File: config.mk
export PLATFORM = sky130hd
export DESIGN_NAME = hit_detector
export DESIGN_NICKNAME = d
export VERILOG_FILES = /design/src/rtl/bytebasher_pkg.sv /design/src/rtl/sensor_sync.sv /design/src/rtl/hit_detector.sv
export SDC_FILE = /design/constraint.sdc
export NUM_CORES = 1
export LEC_CHECK = 0
export ABC_AREA = 1
export CAP_MARGIN = 10
export CORE_MARGIN = 3
export CORE_UTILIZATION = 51
export DETAILED_ROUTE_END_ITERATION = 10
export PLACE_DENSITY = 0.76
export SYNTH_ARGS = -nofsm -noshare
export SYNTH_HDL_FRONTEND = slang
export SYNTH_SLANG_ARGS = --single-unit
File: constraint.sdc
create_clock -name CLOCK_50 -period 1.5 [get_ports CLOCK_50]
set_input_delay 0.3 -clock CLOCK_50 [delete_from_list [all_inputs] [get_ports CLOCK_50]]
set_output_delay 0.3 -clock CLOCK_50 [all_outputs]
set_load 0.05 [all_outputs]
File: src/rtl/bytebasher_pkg.sv
// Shared definitions for the ByteBasher hit-detection path: FSM state
// encoding, the idle sensor code and the default debounce length.
package bytebasher_pkg;

  typedef enum logic [1:0] {
    IDLE     = 2'd0,
    DEBOUNCE = 2'd1,
    REPORT   = 2'd2,
    HOLD     = 2'd3
  } state_t;

  localparam logic [2:0]  NO_HIT           = 3'b000;
  localparam int unsigned DEFAULT_DEBOUNCE = 500000;

endpackage

File: src/rtl/sensor_sync.sv
// Two-stage synchronizer bringing the raw sensor code into the clk domain.
module sensor_sync #(
  parameter int unsigned WIDTH = 1
) (
  input  logic             clk,
  input  logic             rst,
  input  logic [WIDTH-1:0] d,
  output logic [WIDTH-1:0] q
);

  logic [WIDTH-1:0] meta;

  always_ff @(posedge clk or posedge rst) begin
    if (rst) begin
      meta <= '0;
      q    <= '0;
    end else begin
      meta <= d;
      q    <= meta;
    end
  end

endmodule

File: src/rtl/hit_detector.sv
// Debounces the sensor box code, reports one hit per press and keeps
// saturating score / miss counters against the lit target box.
module hit_detector
  import bytebasher_pkg::*;
#(
  parameter int unsigned DEBOUNCE_CYCLES = DEFAULT_DEBOUNCE,
  parameter int unsigned SCORE_WIDTH     = 8
) (
  input  logic                   CLOCK_50,
  input  logic                   reset,
  input  logic [2:0]             box_address,
  input  logic [2:0]             target_box,
  input  logic                   target_valid,
  input  logic                   score_clr,
  output logic                   hit_valid,
  output logic [2:0]             hit_box,
  output logic                   hit_correct,
  output logic [SCORE_WIDTH-1:0] score,
  output logic [SCORE_WIDTH-1:0] miss_count
);

  localparam int unsigned      CNT_W = $clog2(DEBOUNCE_CYCLES);
  localparam logic [CNT_W-1:0] LAST  = CNT_W'(DEBOUNCE_CYCLES - 1);

  state_t           state;
  logic [2:0]       sync_code;
  logic [2:0]       cand;
  logic [CNT_W-1:0] cnt;

  sensor_sync #(.WIDTH(3)) u_sync (
    .clk (CLOCK_50),
    .rst (reset),
    .d   (box_address),
    .q   (sync_code)
  );

  // Target is judged only while REPORT is active, so it is combinational.
  always_comb begin
    hit_correct = 1'b0;
    if (state == REPORT)
      hit_correct = target_valid && (target_box == cand);
  end

  always_ff @(posedge CLOCK_50 or posedge reset) begin
    if (reset) begin
      state      <= IDLE;
      cand       <= '0;
      cnt        <= '0;
      hit_valid  <= 1'b0;
      hit_box    <= '0;
      score      <= '0;
      miss_count <= '0;
    end else begin
      hit_valid <= 1'b0;

      // A clear in the REPORT cycle takes priority over counting that hit.
      if (score_clr) begin
        score      <= '0;
        miss_count <= '0;
      end else if (state == REPORT) begin
        if (hit_correct) begin
          if (score != '1) score <= score + SCORE_WIDTH'(1);
        end else begin
          if (miss_count != '1) miss_count <= miss_count + SCORE_WIDTH'(1);
        end
      end

      case (state)
        IDLE: begin
          if (sync_code != NO_HIT) begin
            cand  <= sync_code;
            cnt   <= '0;
            state <= DEBOUNCE;
          end
        end
        DEBOUNCE: begin
          if (sync_code == NO_HIT) begin
            state <= IDLE;
          end else if (sync_code != cand) begin
            cand <= sync_code;
            cnt  <= '0;
          end else if (cnt == LAST) begin
            state     <= REPORT;
            hit_valid <= 1'b1;
            hit_box   <= cand;
          end else begin
            cnt <= cnt + CNT_W'(1);
          end
        end
        REPORT: begin
          cnt   <= '0;
          state <= HOLD;
        end
        HOLD: begin
          if (sync_code != NO_HIT)
            cnt <= '0;
          else if (cnt == LAST)
            state <= IDLE;
          else
            cnt <= cnt + CNT_W'(1);
        end
        default: state <= IDLE;
      endcase
    end
  end

endmodule

**After elaboration in Yosys (flattened, before gate mapping)**

Cells that the tools add are included.

- Flip-flop bits (word level): 50
- Bits of input ports: 10
- Output and inout bits: 21
- Logic and storage cells: 75

- Add/subtract/negate cells: 3
- Eq/ne operators: 16
- Muxes and demuxes: 30
- Bitwise gates (word level): 2
- Reduce and logical (&&, ||, !) cells: 15

Operators by type and width:

| cell | number |
|---|---|
| $mux W19 | 5 |
| $pmux W19 S4 | 1 |
| $mux W8 | 8 |
| $add A19 B1 Y19 const B | 1 |
| $eq A19 B19 Y1 const B | 1 |
| $add A8 B1 Y8 const B | 2 |
| $ne A8 B8 Y1 const B | 2 |
| $mux W2 | 6 |
| $ne A2 B2 Y1 const B | 6 |
| $reduce_bool A2 Y1 | 5 |
| $mux W3 | 3 |
| $pmux W2 S4 | 1 |
| $reduce_and A4 Y1 | 2 |
| $ne A3 B3 Y1 const B | 2 |
| $pmux W3 S2 | 1 |
| $reduce_and A3 Y1 | 2 |
| $mux W1 | 5 |
| $reduce_and A5 Y1 | 1 |
| $eq A2 B2 Y1 const B | 2 |
| $eq A3 B3 Y1 | 1 |
| $logic_not A3 Y1 | 1 |
| $ne A3 B3 Y1 | 1 |
| $reduce_bool A3 Y1 | 1 |
| $eq A2 B1 Y1 const B | 1 |
| 4 further kinds | 5 |

**Logic depth before layout (Yosys ltp)**

Gate-level depths: netlist (run 1).

- Depth after elaboration: 6
- Depth in mapped cells: 11
- Gate-level depth less buffers: 11

**Cells and area by module**

From an unflattened synthesis (run 1), not the netlist that was laid out.

- Cells, all modules: 405
- Area, all modules: 2900.3 um^2

Modules (own cells, without submodules):

| module | instances | cells an instance | area an instance (um^2) | seq. area each (um^2) |
|---|---|---|---|---|
| hit_detector | 1 | 398 | 2746.4 | 1101.1 |
| sensor_sync | 1 | 7 | 153.9 | 150.1 |

**Worst setup path before layout (run 1)**

No wires, ideal clock.

- Path type: register to register
- From: register score[1]
- To: register score[7]
- Setup time: 0.066 ns
- Data arrival time: 1.780 ns
- Data required time: 1.434 ns
- Slack: -0.346 ns
- Cell stages (with the launch flop): 12
- Path buffers: 0
- Period minus slack after synthesis: 1.846 ns
- Path through: dfrtp_1 ha_1 nand3_1 nor2_2 nand2_1 nor2_2 nand2_1 nand2_2 nand2_4 inv_4 nand2_1 nand2_1

- Word-level cells in the longest chain between the ends: 5
- Elaborated cells between the ends (all ways): 8
- Those cells by class: add/sub (1); eq/ne (1); mux (4); reduce/logical (2)

Ends and longest elaborated chain:

| item | line | source |
|---|---|---|
| start, declared | hit_detector.sv:18 | `output logic [SCORE_WIDTH-1:0] score,` |
| start signal, assigned | hit_detector.sv:62 | `if (score != '1) score <= score + SCORE_WIDTH'(1);` |
| $add A8 B1 Y8 | hit_detector.sv:62 |  |
| $mux W8 | hit_detector.sv:62 |  |
| $mux W8 | hit_detector.sv:61 | `if (hit_correct) begin` |
| $mux W8 | hit_detector.sv:60 | `end else if (state == REPORT) begin` |
| $mux W8 | hit_detector.sv:57 | `if (score_clr) begin` |

Parallel ways exist; a longest one is shown, timed or not. The select of a mux whose other input is x is not followed.
A chain may end at the register's enable or synchronous reset.

**Worst setup path in the final report (run 1)**

- From: register state[0]
- To: output hit_correct

- Word-level cells in the longest chain between the ends: 2

Ends and longest elaborated chain:

| item | line | source |
|---|---|---|
| start, declared | hit_detector.sv:25 | `state_t state;` |
| start signal, assigned | hit_detector.sv:46 | `state <= IDLE;` |
| start signal, assigned | hit_detector.sv:73 | `state <= DEBOUNCE;` |
| start signal, assigned | hit_detector.sv:78 | `state <= IDLE;` |
| $eq A2 B2 Y1 | hit_detector.sv:40 | `if (state == REPORT)` |
| $mux W1 | hit_detector.sv:40 |  |
| end, declared | hit_detector.sv:17 | `output logic hit_correct,` |

Every way passes these cells.

==> results of run 1 <==
## what timing repair did
item,CTS,global route
pin swaps,7,23
buffers inserted,7,8
cloned,1,2
hold buffers,0,0
gates resized for setup,15,60
endpoints found under the setup margin,7,44
## power breakdown
part | switching, mW | internal (mW)
Sequential | 0.0931 | 1.44
Combinational | 0.632 | 0.475
Clock | 0.492 | 0.668
## cells in the final DEF, fill, tap and decap left out, types with 10 or more instances in the layout
cell / Yosys / final
dfrtp_2: 0 / 11
nand2_2: 7 / 11
xor2_1: 10 / 10
inv_1: 48 / 38
dfrtp_1: 50 / 39
buf_12: 0 / 22
o21ai_1: 11 / 12
nor2_1: 19 / 14
nor2_2: 8 / 10
buf_4: 0 / 39
nand3_1: 38 / 32
nand2_1: 127 / 118
## routing by layer
metal | wire length, µm | share of wire | up-vias
li1 | - | - | 1361
met4 | 199 | 0.025 | 0
met2 | 4030 | 0.51 | 103
met5 | 0 | 0 | -
met3 | 409 | 0.052 | 25
met1 | 3263 | 0.41 | 1353
## flip-flops by register name, indices dropped and copies added (netlist names), named ones only
| name | cells |
|---|---|
| hit_box | 3 |
| hit_valid | 1 |
| cnt | 19 |
| u_sync.q | 3 |
| u_sync.meta | 3 |
| state | 1 |
| score | 8 |
| cand | 3 |
| miss_count | 8 |
## logic make-up (layout without fill, tap and decap cells)
kind of cell,Yosys count,count (layout),synth area share
flip-flops,50,50,0.4431
buffers and inverters,55,133,0.08108
AND/OR/NAND/NOR,230,232,0.3722
adder cells (fa/ha/maj),3,3,0.01329
XOR/XNOR,12,12,0.03722
AO/OA/AOI/OAI,29,29,0.05317
## final timing paths
kind	startpoint	to	slack, ps	cells past startpoint
setup / recovery	state[0]$_DFFE_PP0P_	hit_correct	-290	6
hold / removal	u_sync.meta[0]$_DFF_PP0_	u_sync.q[0]$_DFF_PP0_	360	0
setup reg to reg	state[0]$_DFFE_PP0P_	score[5]$_DFFE_PP0P_	-200	12
hold reg to reg	u_sync.meta[0]$_DFF_PP0_	u_sync.q[0]$_DFF_PP0_	360	0
max in group asynchronous	reset	miss_count[2]$_DFFE_PP0P_	850	3
min in group asynchronous	reset	cnt[14]$_DFFE_PP0P_	390	3
## per-stage QoR
stage	setup WS [ps]	instances	power [mW]	util	hold slack [ps]
finish	-293.5	529	3.797	0.7993	355.9
detailed placement	-346.1	506	2.268	0.7028	334.7
global route	-360.3	529	3.954	0.7993	368.3
global placement	-249.1	506	2.228	0.7028	333.2
CTS	-215.3	522	3.543	0.7477	357.3
floorplan	-121.2	379	1.966	-	331.2
## cell type report
cell class	count	area, µm²
Clock inverter	3	68.82
Multi-Input combinational cell	276	1610
Timing Repair Buffer	73	854.6
Inverter	51	222.7
Clock buffer	5	68.82
Timing Repair inverter	1	8.758
Sequential cell	50	1265
Tap cell	70	87.58
Fill cell	313	1051
## critical path, delay by kind of cell, from the launching register on
family	cells	cell delay [ps]
flops	1	420
simple gates	3	420
buf+inv	3	340
==> reports/qor.yml, run 1 <==
status: "complete, but fails checks"
violations: "setup timing"
cp_cell_sequence: "inv_2 > nand3_2 > nor3_2 > nand2_1 > clkinvlp_4 > buf_12"
drc: 0
numCtsBuffers: 5
ir_drop_uv: 949.6
die_area_um2: 6466
fmax_mhz: 557.6
use_met2: 0.3849
tritoncts: "built"
yosysMostFrequentCell: "nand2_1"
worstSetupPathType: "flop to output port"
placed_area_um2: 3681
finalNetCount: 471
use_met1: 0.2789
cts-root-buf: "clkbuf_8"
fin_crit_ps: 1794
path_max_fanout: 2
fin_crit_sh: 1.196
grt_setup_unrepaired: "true"
antenna_found_initial: 0
cts_sinks: 50
slowest_delay_ps: 420
layout-area-overhead-vs-synth_pct: 48.25
detail-route-antenna-nets: 0
worst_slew_pin_slew_ps: 299.1
hpwl_mm: 4.682
clkLatencyLatePin_ps: 320
maxCapViolations: 0
syn_area_per_cell_um2: 7.451
vias: 2842
routed_via_density: 5.372
synth.top_cells.by_area: "dfrtp_1 44%, nand2_1 17%, nand3_1 6.7%"
synth_top_cell_by_area: "dfrtp_1"
gp_congestion: 0.8199
ys_top_cells_by_count: "127 x nand2_1, 50 x dfrtp_1, 48 x inv_1"
grt_usage: 0.2254
synth_cell_types: 29
grt_pass1_vias: 2626
cts-htree-levels: 2
overflow: 0
synth_top_area_share: 0.4431
dr.first_iter.drc_count: 212
start_util: 0.5392
required_ps: 1200
setup_tns_ps: -2668
grt_pass1_wl_mm: 11.50
final_cell_area_um2: 4187
syn_inst: 379
pin_count: 31
drv_slew: 0
clkTransAtPathRegs_ps: 110
dominantRegCellSynth: "dfrtp_1"
synth_seq_cells: 50
post_drt_wl_per_cell_um: 14.94
dieHeight_um: 80.41
relSlewSlack: 0.8004
antenna_cells: 0
leakage_nw: 2.000
portBuffers: 30
core.rowCount: 26
drive_above_1_share: 0.3442
cts_buffer_depth: 2
yosysSeqAreaShare: 0.4431
arrival_ps: 1490
grt_max_degree: 51
endpoint_kind: "output port"
setup-violations-final: 30
fin_worst_skew_ps: 21.86
startpoint_type: "flop"
hold_path_class: "flop to flop"
netlist_area_um2: 2824
first_pass_iters: 5
ys_warn_count: 0
finalHoldViolCount: 0
power.density_nw_per_um2: 907.0
cp_slowest_cell: "dfrtp_1"
routed_wl_mm: 7.904
fin_ws_ps: -293.5
die_w_um: 80.41
grtUsageMet3: 0.04596
syn-num-nets: 392
busiest_layer: "met2"
async_flop_share: 1.000
synth_edf_count: 0
core-area_um2: 5238
Power figures use the tool's default switching activity.
==> run 2: changes to the inputs <==
- CTS_BUF_LIST: not set -> sky130_fd_sc_hd__clkbuf_16
- SLEW_MARGIN: not set -> 20
==> run 2 against run 1 <==
The run still ends with setup timing left; highest routed layer unchanged; largest power group unchanged; clock skew fell by 9.4 ps; critical path type unchanged; non-clock buffer count rose by 4; combinational power up 7%; critical endpoint unchanged; flip-flop and latch count is the same; clock-buffer cell count unchanged.
==> reports/qor.yml, run 2 (synthesis results as in run 1) <==
filler_cell_count: 260
required_ps: 1200
layout-area-overhead-vs-synth_pct: 54.81
status: "complete, but fails checks"
path_max_fanout: 2
grt_pass1_vias: 2675
setup_tns_ps: -3726
core-area_um2: 5238
worstSetupPathType: "flop to output port"
worst_slew_pin_slew_ps: 366.2
ir_drop_uv: 1150
largest_reg_flops: 19
final_cell_mix: "116 x nand2_1, 40 x buf_4, 39 x inv_1, 39 x dfrtp_1, 22 x buf_12"
drive_above_1_share: 0.3737
drv_slew: 0
grt_usage: 0.2335
grtUsageMet3: 0.04372
p_comb_frac: 0.280
hold_depth: 0
reg.largest.list: "cnt x19, miss_count x8, score x8"
layout_commonest_cell: "nand2_1"
grt_setup_unrepaired: "true"
reg2reg_slack_ps: -300
pin_count: 31
cts-root-buf: "clkbuf_16"
reg2reg_to: "score[5]$_DFFE_PP0P_"
tritoncts: "built"
dr.first_iter.drc_count: 320
fin_worst_skew_ps: 12.42
fin_ws_ps: -323.1
clkLatencyLatePin_ps: 300
regMostFlops: "cnt"
routed_wl_mm: 9.079
cp_slowest_cell: "dfrtp_1"
fin_crit_ps: 1823
clkTransAtPathRegs_ps: 80
cp_cell_sequence: "xor2_1 > nor2_1 > nand2_1 > clkinvlp_4 > buf_12"
die_area_um2: 6466
rr_startpoint: "cand[0]$_DFFE_PP0P_"
holdPathEnd: "u_sync.q[0]$_DFF_PP0_"
dieHeight_um: 80.41
drc: 0
start_util: 0.5392
sw_frac_of_total: 0.3164
ff2ff_path_depth: 11
core.rowCount: 26
use_met2: 0.4089
power_frac_clock: 0.353
detail-route-antenna-nets: 0
slowest_delay_ps: 420
critPathBufInv: 2
routed_via_density: 5.728
portBuffers: 30
critPathTopFamily: "flip-flops"
arrival_ps: 1520
finalHoldViolCount: 0
setup-violations-final: 32
power_mw: 4.257
die_w_um: 80.41
busiest_layer: "met2"
overflow: 0
p_sw_mw: 1.347
seqPwrFrac: 0.367
vias: 3053
grt_max_degree: 51
fmax_mhz: 548.5
first_pass_iters: 5
cts_sinks: 50
power.density_nw_per_um2: 973.9
antenna_found_initial: 0
leakage_nw: 2.070
placed_cells: 506
numCtsBuffers: 5
grt_pass1_wl_mm: 11.91
gp_congestion: 0.8199
hpwl_mm: 4.682
startpoint_type: "flop"
endpoint_kind: "output port"
fin_crit_sh: 1.215
cts-htree-levels: 2
cts_buffer_depth: 2
p_int_mw: 2.910
antenna_cells: 0
min_from: "u_sync.meta[0]$_DFF_PP0_"
relSlewSlack: 0.7533
post_drt_wl_per_cell_um: 17.03
use_met1: 0.2875
final-instance-count-excl-fill: 533
hold_path_class: "flop to flop"
finalNetCount: 475
maxCapViolations: 0
violations: "setup timing"
==> run 2: area by class of cell <==
| cell class | instances | area (µm²) | share of cell area |
|---|---|---|---|
| well taps | 70 | 87.58 | 0.02003 |
| repair buffers | 77 | 898.4 | 0.2055 |
| inverters | 51 | 214.0 | 0.04894 |
| multi-input cells | 276 | 1702 | 0.3892 |
| clock buffers | 5 | 125.1 | 0.02862 |
| repair inverters | 1 | 11.26 | 0.002576 |
| flip-flops and latches | 50 | 1265 | 0.2894 |
| clock inverters | 3 | 68.82 | 0.01574 |
==> run 2: metrics by stage <==
stage | cell area (µm²) | worst slack, ps | hold WS (ps) | util
after floorplan | 2873 | -121.2 | 331.2 | -
after global placement | 3681 | -249.1 | 333.2 | 0.7028
after detailed placement | 3681 | -346.1 | 334.7 | 0.7028
after CTS | 3971 | -184.4 | 350.8 | 0.7582
after global routing | 4372 | -333.1 | 360.3 | 0.8347
final | 4372 | -323.1 | 351.8 | 0.8347
==> run 2: worst max-delay path by stage <==
stage / startpoint / endpoint / slack (ps) / depth (start not counted)
after floorplan: score[0]$_DFFE_PP0P_ / score[7]$_DFFE_PP0P_ / -120 / 11
after global placement: target_box[2] / score[7]$_DFFE_PP0P_ / -250 / 10
after detailed placement: target_box[0] / miss_count[7]$_DFFE_PP0P_ / -350 / 6
after CTS: cand[0]$_DFFE_PP0P_ / hit_correct / -180 / 5
after global routing: state[0]$_DFFE_PP0P_ / hit_correct / -330 / 6
final: cand[0]$_DFFE_PP0P_ / hit_correct / -320 / 5
==> run 2: power groups by stage <==
stage / clock (mW) / sequential (mW) / combinational [mW]
after detailed placement: 0 / 1.56 / 0.703
after floorplan: 0 / 1.58 / 0.384
after global routing: 1.57 / 1.57 / 1.26
final: 1.50 / 1.56 / 1.19
after CTS: 1.49 / 1.53 / 0.853
after global placement: 0 / 1.56 / 0.670
==> run 2: repair_timing <==
| action | 4_1_cts | 5_1_grt |
|---|---|---|
| endpoints found under the setup margin | 11 | 45 |
| buffers inserted | 7 | 9 |
| hold buffers | 0 | 0 |
| pin swaps | 8 | 38 |
| cloned | 1 | 2 |
| gates resized for setup | 14 | 82 |
==> run 2: per-layer routing <==
metal	routed length, µm	vias to the layer above
met2	4578	156
met4	394	0
met5	0	-
met1	3564	1486
li1	-	1366
met3	542	45
==> run 3: changes to the inputs <==
- CELL_PAD_IN_SITES_DETAIL_PLACEMENT: not set -> 0
- CELL_PAD_IN_SITES_GLOBAL_PLACEMENT: not set -> 1
- CORE_UTILIZATION: 51 -> 37
- PLACE_DENSITY: 0.76 -> not set
- PLACE_DENSITY_LB_ADDON: not set -> 0.1
==> run 3 against run 2 <==
The flow still finishes with violations (setup timing); worst hold slack got worse by 3.1 ps; via count fell by 12%; sequential power barely moved; critical endpoint unchanged; cell count rose by 7.3%; sequential share of layout area fell by 0.42 points; highest routed layer unchanged; largest power group unchanged; maximum frequency rose by 11%; clock power fell by 27%; flip-flop and latch count did not move; critical path depth did not move; utilization fell by 23 points; setup slack improved by 180 ps; register-to-register slack improved by 260 ps.
==> reports/qor.yml, run 3 (synthesis results as in run 1) <==
status: "complete, but fails checks"
violations: "setup timing"
filler_cell_count: 636
drv_slew: 0
arrival_ps: 1340
worst_slew_pin_slew_ps: 312.7
setup-violations-final: 10
fin_crit_sh: 1.093
cts_buffer_depth: 2
finalHoldViolCount: 0
post_drt_wl_per_cell_um: 12.53
hold_slack_ps: 348.7
antenna_cells: 0
worstSetupPathType: "flop to output port"
fin_worst_skew_ps: 4.527
core-area_um2: 7331
detail-route-antenna-nets: 0
relSlewSlack: 0.7915
routed_wl_mm: 7.168
gp_congestion: 0.7641
required_ps: 1200
cts_sinks: 50
die_area_um2: 8717
startpoint_type: "flop"
drc: 0
portBuffers: 30
dr.first_iter.drc_count: 104
overflow: 0
setup_tns_ps: -316.5
cts-root-buf: "clkbuf_16"
tritoncts: "built"
path_max_fanout: 2
drive_above_1_share: 0.3869
fin_crit_ps: 1639
final_util: 0.6039
pin_count: 31
grt_setup_unrepaired: "true"
endpoint_kind: "output port"
first_pass_iters: 4
power.density_nw_per_um2: 836.3
reg.largest.list: "cnt x19, miss_count x8, score x8"
fin_ws_ps: -138.8
cts-htree-levels: 2
vias: 2699
regMostFlops: "cnt"
ir_drop_uv: 555.8
layout_commonest_cell: "nand2_1"
clkLatencyLatePin_ps: 290
hpwl_mm: 4.751
grt_pass1_vias: 2502
placed_cells: 542
power_mw: 3.702
largest_reg_flops: 19
start_util: 0.3852
antenna_found_initial: 0
regArea_um2: 1262
die_w_um: 93.37
multi_input_area_um2: 1698
finalNetCount: 485
grt_usage: 0.1606
final-instance-count-excl-fill: 572
clkTransAtPathRegs_ps: 70
placed_area_um2: 3782
hold_path_class: "flop to flop"
cts_hold_buf: 0
leakage_nw: 2.104
final_cell_area_um2: 4427
grt_max_degree: 51
preCtsSetupSlack_ps: -306.0
layout-area-overhead-vs-synth_pct: 56.76
final_cell_mix: "115 x nand2_1, 52 x buf_4, 41 x dfrtp_1, 40 x inv_1"
maxCapViolations: 0
grt_pass1_wl_mm: 11.28
core.rowCount: 31
fmax_mhz: 610.2
routed_via_density: 4.719
dieHeight_um: 93.37
reg2reg_slack_ps: -40
numCtsBuffers: 5
[run 3: power breakdown]
part / internal, mW / total, mW / switching, mW
combinational: 0.489 / 1.09 / 0.598
clock: 0.604 / 1.09 / 0.482
sequential: 1.44 / 1.53 / 0.0929
total: 2.53 / 3.70 / 1.17
[run 3: path summary, 6_finish.rpt]
| path | startpoint | to | cells after the start |
|---|---|---|---|
| max in group asynchronous | reset | miss_count[4]$_DFFE_PP0P_ | 3 |
| worst min-delay path | u_sync.meta[2]$_DFF_PP0_ | u_sync.q[2]$_DFF_PP0_ | 0 |
| min in group asynchronous | reset | score[3]$_DFFE_PP0P_ | 3 |
| worst max-delay path | cand[1]$_DFFE_PP0P_ | hit_correct | 5 |
| worst min register to register | u_sync.meta[2]$_DFF_PP0_ | u_sync.q[2]$_DFF_PP0_ | 0 |
| worst max register to register | cnt[1]$_DFFE_PP0P_ | cnt[4]$_DFFE_PP0P_ | 11 |
[run 3: area by class of cell]
class,instances,share of cell area
clock buffers,5,0.02826
clock inverters,3,0.002826
inverters,51,0.04890
multi-input cells,276,0.3836
flip-flops and latches,50,0.2852
well taps,99,0.02798
repair buffers,87,0.2207
repair inverters,1,0.002544
[run 3: worst max-delay path: stages (launching register included)]
cell and delay, ps:
dfrtp_1 390, xor2_1 160, nor2_2 180, nand2_2 90
clkinvlp_4 100, buf_12 130
[run 3: routing by layer]
layer | GRT usage | wire length, µm | up-vias
met5 | 0 | 0 | -
li1 | - | - | 1391
met3 | 0.02735 | 192 | 7
met4 | 0.04762 | 76 | 0
met1 | 0.2182 | 3425 | 1267
met2 | 0.2621 | 3473 | 34
[run 3: repair_timing]
item | CTS | global route
pin swaps | 11 | 30
setup endpoints to repair | 10 | 43
setup buffers | 10 | 11
gates resized for setup | 16 | 82
cloned | 1 | 2
